`config.mk`:
```
export PLATFORM = sky130hd
export DESIGN_NAME = mem_access_unit
export DESIGN_NICKNAME = d
export VERILOG_FILES = /design/src/rtl/mem_access_unit.sv
export SDC_FILE = /design/constraint.sdc
export NUM_CORES = 1
export LEC_CHECK = 0
export ABC_AREA = 1
export BUFFER_PORTS_ARGS = -buffer_cell sky130_fd_sc_hd__buf_4
export CORE_AREA = 3 3 131 120
export CTS_BUF_LIST = sky130_fd_sc_hd__clkbuf_16
export DETAILED_ROUTE_END_ITERATION = 10
export DIE_AREA = 0 0 134 123
export PLACE_DENSITY_LB_ADDON = 0.12
export RECOVER_POWER = 100
export SYNTH_ARGS = -nofsm -noshare
export SYNTH_HDL_FRONTEND = slang
export SYNTH_SLANG_ARGS = --single-unit
```
`constraint.sdc`:
```
create_clock -name clk -period 4.5 [get_ports clk]
set_clock_uncertainty 0.1 [all_clocks]
set_input_delay 0.225 -clock clk [delete_from_list [all_inputs] [get_ports clk]]
set_output_delay 0.225 -clock clk [all_outputs]
set_load 0.005 [all_outputs]
```
`src/rtl/mem_access_unit.sv`:
```
// mem_access_unit
// Load/store front end between the datapath and a word-wide synchronous data
// memory (read data registered one edge after the address). Byte addresses are
// turned into word indices. Byte and half loads are sign- or zero-extended.
// Sub-word stores are done as read-modify-write, because the memory only
// writes whole words. Misaligned, illegal-size and out-of-range requests get
// an error response without touching memory.
//
// Ports
//   clk, reset            clock; asynchronous active-high reset
//   req_valid/req_ready   request handshake (ready only when idle)
//   req_write             1 = store, 0 = load
//   req_size              00 byte, 01 half, 10 word, 11 illegal
//   req_signed            loads: 1 = sign-extend, 0 = zero-extend
//   req_addr, req_wdata   byte address; store data (low bits for sub-word)
//   resp_valid/resp_ready response handshake; response held until accepted
//   resp_rdata, resp_err  load result (0 for stores/errors); error flag
//   mem_A, mem_WD         word index and write word to memory
//   mem_MemWrite          memory write enable
//   mem_RD                memory read word, valid the cycle after mem_A
module mem_access_unit #(
  parameter int MEM_BYTES = 4096,
  parameter int DATA_W    = 32
) (
  input  logic              clk,
  input  logic              reset,
  input  logic              req_valid,
  output logic              req_ready,
  input  logic              req_write,
  input  logic [1:0]        req_size,
  input  logic              req_signed,
  input  logic [31:0]       req_addr,
  input  logic [DATA_W-1:0] req_wdata,
  output logic              resp_valid,
  input  logic              resp_ready,
  output logic [DATA_W-1:0] resp_rdata,
  output logic              resp_err,
  output logic [31:0]       mem_A,
  output logic [DATA_W-1:0] mem_WD,
  output logic              mem_MemWrite,
  input  logic [DATA_W-1:0] mem_RD
);

  typedef enum logic [2:0] {IDLE, READ, MERGE, WRITE, RESP} state_t;

  localparam logic [31:0] ADDR_LIMIT = 32'(MEM_BYTES);

  state_t state, state_nx;

  // Latched request. dec_q marks the cycle after an accept, in which the
  // latched request is classified and the FSM leaves IDLE.
  logic              dec_q;
  logic              write_q;
  logic              signed_q;
  logic [1:0]        size_q;
  logic [31:0]       addr_q;
  logic [DATA_W-1:0] wdata_q;

  logic req_bad;
  logic word_store;

  assign req_bad = (size_q == 2'b11)
                || (size_q == 2'b01 && addr_q[0])
                || (size_q == 2'b10 && addr_q[1:0] != 2'b00)
                || (addr_q >= ADDR_LIMIT);
  assign word_store = write_q && (size_q == 2'b10);

  assign req_ready    = (state == IDLE) && !dec_q;
  assign resp_valid   = (state == RESP);
  assign mem_MemWrite = (state == WRITE);
  assign mem_A        = {2'b00, addr_q[31:2]};

  // Pick the addressed lane out of a memory word and extend it.
  function automatic logic [DATA_W-1:0] load_extract(
    input logic [1:0]        size,
    input logic              sgn,
    input logic [1:0]        lane,
    input logic [DATA_W-1:0] word
  );
    logic [7:0]        b;
    logic [15:0]       h;
    logic [DATA_W-1:0] r;
    b = word[{lane, 3'b000} +: 8];
    h = lane[1] ? word[31:16] : word[15:0];
    case (size)
      2'b00:   r = {{24{sgn & b[7]}}, b};
      2'b01:   r = {{16{sgn & h[15]}}, h};
      default: r = word;
    endcase
    return r;
  endfunction

  // Replace the addressed lane(s) of the old word with the low store bits.
  function automatic logic [DATA_W-1:0] store_merge(
    input logic [1:0]        size,
    input logic [1:0]        lane,
    input logic [DATA_W-1:0] old_word,
    input logic [DATA_W-1:0] wd
  );
    logic [DATA_W-1:0] r;
    r = old_word;
    case (size)
      2'b00:   r[{lane, 3'b000} +: 8] = wd[7:0];
      2'b01:   if (lane[1]) r[31:16] = wd[15:0];
               else         r[15:0]  = wd[15:0];
      default: r = wd;
    endcase
    return r;
  endfunction

  // NOTE: sequential state uses non-blocking assignments so every register
  // samples pre-edge values regardless of statement order.
  always_ff @(posedge clk or posedge reset) begin
    if (reset) state <= IDLE;
    else       state <= state_nx;
  end

  // NOTE: state_nx gets a default before the case so no path leaves it
  // unassigned, which would otherwise infer a latch.
  always_comb begin
    state_nx = state;
    case (state)
      IDLE: begin
        if (dec_q) begin
          if (req_bad)         state_nx = RESP;
          else if (word_store) state_nx = WRITE;
          else                 state_nx = READ;
        end
      end
      READ:    state_nx = MERGE;
      MERGE:   state_nx = write_q ? WRITE : RESP;
      WRITE:   state_nx = RESP;
      RESP:    if (resp_ready) state_nx = IDLE;
      default: state_nx = IDLE;
    endcase
  end

  always_ff @(posedge clk or posedge reset) begin
    if (reset) begin
      dec_q      <= 1'b0;
      write_q    <= 1'b0;
      signed_q   <= 1'b0;
      size_q     <= 2'b00;
      addr_q     <= '0;
      wdata_q    <= '0;
      resp_rdata <= '0;
      resp_err   <= 1'b0;
      mem_WD     <= '0;
    end else begin
      if (req_valid && req_ready) begin
        dec_q      <= 1'b1;
        write_q    <= req_write;
        signed_q   <= req_signed;
        size_q     <= req_size;
        addr_q     <= req_addr;
        wdata_q    <= req_wdata;
        resp_rdata <= '0;
        resp_err   <= 1'b0;
      end
      if (dec_q) begin
        dec_q    <= 1'b0;
        resp_err <= req_bad;
        if (!req_bad && word_store) mem_WD <= wdata_q;
      end
      if (state == MERGE) begin
        if (write_q) mem_WD     <= store_merge(size_q, addr_q[1:0], mem_RD, wdata_q);
        else         resp_rdata <= load_extract(size_q, signed_q, addr_q[1:0], mem_RD);
      end
    end
  end

endmodule
```
# Word-level counts from Yosys, hierarchy flattened
# Cells that the tools add are included.
[totals] wordCells=65 in_bits=104 output_inout_bits=100 regBits=137
[op_classes] muxes=23 addsub=1 order_cmp=1 eq_ne=9 reduce_logical=16 n_shift=3 bitwise=2
[ops] cell="32-bit 2-to-1 mux" n=7
[ops] cell="32-bit one-hot mux with 2 select lines" n=2
[ops] cell="16-bit 2-to-1 mux" n=3
[ops] cell="32-bit bitwise mux" n=1
[ops] cell="32-bit by 13-bit >= comparator with 1-bit output (second input constant)" n=1
[ops] cell="8-bit by 7-bit variable shift with 32-bit output (first input constant)" n=1
[ops] cell="32-bit by 6-bit variable part select with 8-bit output" n=1
[ops] cell="8-bit by 7-bit variable part select with 32-bit output" n=1
[ops] cell="3-bit one-hot mux with 5 select lines" n=1
[ops] cell="3-bit 2-to-1 mux" n=4
[ops] cell="5-bit negator with 7-bit output" n=1
[ops] cell="3-bit by 2-bit == test with 1-bit output (second input constant)" n=2
[ops] cell="1-bit logical AND" n=6
[ops] cell="2-bit == test (second input constant)" n=2
[ops] cell="1-bit 2-to-1 mux" n=4
[ops] cell="2-bit nonzero test" n=2
[ops] cell="3-bit by 1-bit == test with 1-bit output (second input constant)" n=1
[ops] cell="3-bit == test (second input constant)" n=1
[ops] cell="3-bit zero test" n=1
[ops] cell="1-bit logical OR" n=3
[ops] cell="1-bit AND" n=2
[ops] cell="2-bit by 1-bit == test with 1-bit output (second input constant)" n=1
[ops] cell="1-bit zero test" n=2
[ops] cell="2-bit zero test" n=1
[ops] cell="other kinds (4)" n=4

# Logic depth before layout (Yosys ltp)
[depth] word_depth=11 depth_mapped=13 depth_no_buf=11

# Worst setup path before layout
# OpenSTA, ideal clock, no wires.
[synth_path] path_kind="reg-to-reg" from="reg addr_q[1]" to="reg mem_WD[22]" synth_period_minus_slack_ps=2386 slack_ps=2114 path_buffers=3 stages_incl_launch_ff=13 t_required_ps=4268 setup_time_ps=132 arrival_time_ps=2153 path_cell_list="dfrtp_1 > buf_2 > inv_1 > clkbuf_1 > ha_1 > inv_2 > nand3_1 > nand3_1 > nor2_4 > buf_2 > nand4_1 > nand3_1 > o21ai_1"
[synth_between] elab_chain_len=10 elab_cells_between_ends=17 cone_classes="add/sub: 1; order compare: 1; shift: 2; mux: 7; reduce/logical: 6"
[synth_rtl] element="from (decl)" line="56" text="logic [31:0] addr_q;"
[synth_rtl] element="from (signal assigned)" line="155" text="addr_q <= req_addr;"
[synth_rtl] element="parallel branches: the longest is 9 deep, another holds 32-bit by 13-bit >= comparator with 1-bit output"
[synth_rtl] element="32-bit 2-to-1 mux (*)" line="165" text="if (state == MERGE) begin"
[synth_rtl] element="to (signal assigned)" line="163" text="if (!req_bad && word_store) mem_WD <= wdata_q;"
[synth_rtl] element="to (signal assigned)" line="166" text="if (write_q) mem_WD <= store_merge(size_q, addr_q[1:0], mem_RD, wdata_q);"
[synth_rtl] element="to (decl)" line="39" text="output logic [DATA_W-1:0] mem_WD,"
# Every way passes the cells marked *.
# A chain may end at the register's enable or synchronous reset.

# Final worst setup path
[layout_path] from="reg dec_q" to="reg resp_rdata[28]"
[layout_between] elab_chain_len=6
[layout_rtl] element="from (decl)" line="52" text="logic dec_q;"
[layout_rtl] element="from (signal assigned)" line="140" text="dec_q <= 1'b0;"
[layout_rtl] element="from (signal assigned)" line="151" text="dec_q <= 1'b1;"
[layout_rtl] element="from (signal assigned)" line="161" text="dec_q <= 1'b0;"
[layout_rtl] element="1-bit zero test (*)" line="68" text="assign req_ready = (state == IDLE) && !dec_q;"
[layout_rtl] element="1-bit logical AND (*)" line="68"
[layout_rtl] element="1-bit logical AND (*)" line="150" text="if (req_valid && req_ready) begin"
[layout_rtl] element="32-bit 2-to-1 mux (*)" line="150"
[layout_rtl] element="32-bit 2-to-1 mux" line="166"
[layout_rtl] element="32-bit 2-to-1 mux (*)" line="165"
[layout_rtl] element="to (signal assigned)" line="167" text="else resp_rdata <= load_extract(size_q, signed_q, addr_q[1:0], mem_RD);"
[layout_rtl] element="to (decl)" line="36" text="output logic [DATA_W-1:0] resp_rdata,"
# Mark *: on every way between the ends. The rest lies on a longest branch, timed or not.

==> metrics.yaml <==
worst_setup_path:
  crit_path_end_kind: "flop"
  path_buf_inv: 3
  cp_max_fo: 61
  r2r_slack_ns: 1.00
  reg2reg_depth: 7
  r2r-end: "resp_rdata[28]"
  worstPathArrival_ns: 3.74
  cp.required_ns: 4.75
  worstSetupPathType: "flop to flop"
  max_stage_delay_ns: 1.35
  r2r_start: "dec_q"
  slowest_stage: "clkbuf_1"
  start_kind: "flop"
  crit_top_cell: "a21oi_1"
  path_cells: "clkbuf_1 -> inv_1 -> nand2_1 -> nor2_1 -> inv_2 -> a21oi_1 -> a21oi_1"
  cp_top_family: "buffers and inverters"
floorplan:
  core-area_um2: 14600
  die_area_um2: 16500
  io_pins: 204
  die_y_um: 123
  die_w_um: 134
  start_util: 0.534
  rows: 42
placed_design:
  postPlaceCellArea_um2: 9140
  dp.cells: 1369
  dpl.hpwl_mm: 18.0
  globalplace.congestion: 0.997
  numPortBuffers: 201
pwr:
  ir_worst_vdd_uv: 398
  power.density_nw_per_um2: 536
  p_leak_nw: 5.13
  finalPower_mw: 5.55
synthesis:
  synth-seq-area-share: 0.441
  synth_largest_area_cell: "dfrtp_1"
  ys.flop_type: "dfrtp_1"
  synth_area_leaders: "dfrtp_1, nand2_1, o21ai_0"
  yosysMostFrequentCell: "nand2_1"
  synth_edf_count: 0
  ys_ff_latch: 137
  synthArstFlopShare: 1.00
  netlist.area_leader.share: 0.441
  netlist_area_um2: 7770
  ys_types: 34
  yosys-top-cells-count: "nand2_1, dfrtp_1, o21ai_0"
  syn_area_per_cell_um2: 7.38
  netlist_instances: 1053
  yosys_warnings: 0
final_layout:
  fin_cells: 1471
  syn_to_final_growth_pct: 33.4
  fill_cells: 1200
  fin_nets: 1369
  design_area_um2: 10400
  final_layout_size_suffix_gt1_frac: 0.190
  n_antenna_cell: 0
status:
  outcome: "finished with violations"
  violations: "capacitance limit, slew limit"
worst_hold_path:
  holdPathEnd: "resp_rdata[8]"
  whs_path_depth: 3
  hold_path_class: "primary input to flop"
  min_from: "mem_RD[8]"
clock_tree:
  cts_root_buffer: "clkbuf_16"
  h-tree-depth: 4
  numCtsBuffers: 17
  clock-sinks: 137
  clkTransAtPathRegs_ns: 0.06
  clockBufferDepth: 2
  post_cts_buffers: 0
  insertion_delay_ns: 0.43
  cts_tree: "yes"
run:
  max-cap-violations: 2
routing:
  wirelength_mm: 27.2
  vias_per_cell: 5.70
  drc_errors: 0
  drt_iter0_drc: 1037
  vias: 8386
  wl_per_cell_um: 18.5
  firstDrtPassIters: 6
  ant_nets: 0
timing:
  slew_violations: 140
  finalSetupViolCount: 0
  fin_crit_ns: 3.50
  fin_crit_sh: 0.777
  fmax_mhz: 286
  slew_headroom: -0.480
  worstMarginPinSlew_ns: 2.22
  tns_ns: 0
  final_hold_viol_count: 0
  grt_setup_unrepaired: "no"
  fin_hold_ws_ns: 0.0577
global_routing:
  antenna_found_initial: 0
  grt_max_degree: 110
  grt_usage: 0.328
  grt_pass1_vias: 7876
  overflow: 0
  grt_pass1_wl_mm: 42.0
==> worst reg2reg max path: cells and delay by family, from the launching register on <==
kind	cells	cell delay (ns)
compound gates	2	0.39
buf+inv	3	2.31
flops	1	0.32
simple gates	2	0.29
==> cell usage in the layout (no fill, tap or decap), types with 7 or more instances in the layout <==
cell / n
o21ai_0: 121
a21oi_1: 102
clkbuf_4: 84
buf_4: 117
nand2_1: 262
nand3_1: 66
clkbuf_1: 14
dlygate4sd3_1: 70
nor2_1: 45
a22oi_1: 7
nand4_1: 41
nor3_1: 10
o221ai_1: 7
dfrtp_1: 137
clkbuf_16: 17
o22ai_1: 8
inv_1: 101
==> cells by family after synthesis <==
logic type / synth area share
AND/OR/NAND/NOR: 0.242
AO/OA/AOI/OAI: 0.186
buffers and inverters: 0.119
flip-flops: 0.441
adder cells (fa/ha/maj): 0.00805
multiplexers: 0.00386
other: 0.000483
==> power by group <==
part	switching [mW]	internal, mW
combinational	1.57	0.782
clock	0.542	0.860
sequential	0.261	1.54
==> layer usage <==
layer  GRT usage  up-vias  part of all wire
li1            -     3894                 -
met2       0.494      498              0.45
met5           0        -                 0
met4       0.125        0             0.027
met3      0.0736       55              0.11
met1       0.468     3939              0.42
==> area by class of cell <==
type                    count  area (um^2)  share of cell area
clock inverters            15          160              0.0155
clock buffers              17          425              0.0410
multi-input cells         712         3430               0.331
inverters                 106          402              0.0388
flip-flops and latches    137         3430               0.331
well taps                 198          248              0.0239
repair buffers            286         2270               0.219
==> worst max path at each step <==
stage               startpoint             end  cells after the start
floorplan                reset       addr_q[0]                      1
global placement     addr_q[0]      mem_WD[17]                     11
detailed placement   addr_q[0]      mem_WD[19]                     11
CTS                  addr_q[0]      mem_WD[19]                     11
global route             dec_q  resp_rdata[18]                      7
finish                   dec_q  resp_rdata[28]                      7
==> metrics by stage <==
stage | utilization | worst slack (ns)
final | 0.712 | 1.00
after global placement | 0.628 | 1.62
after CTS | 0.716 | 1.55
after global routing | 0.712 | 0.820
after floorplan | - | 0.507
after detailed placement | 0.628 | 1.57
==> what timing repair did <==
| action | 4_1_cts | 5_1_grt |
|---|---|---|
| gates resized for setup | 0 | 0 |
| hold buffers | 70 | 0 |
| endpoints found under the hold margin | 172 | 0 |
==> sequential cells by signal, summed over array words and instances, names as in the netlist <==
name,cells
size_q,2
wdata_q,32
dec_q,1
mem_WD,32
state,3
resp_rdata,32
addr_q,32
write_q,1
resp_err,1
signed_q,1
Power figures use the tool's default switching activity.
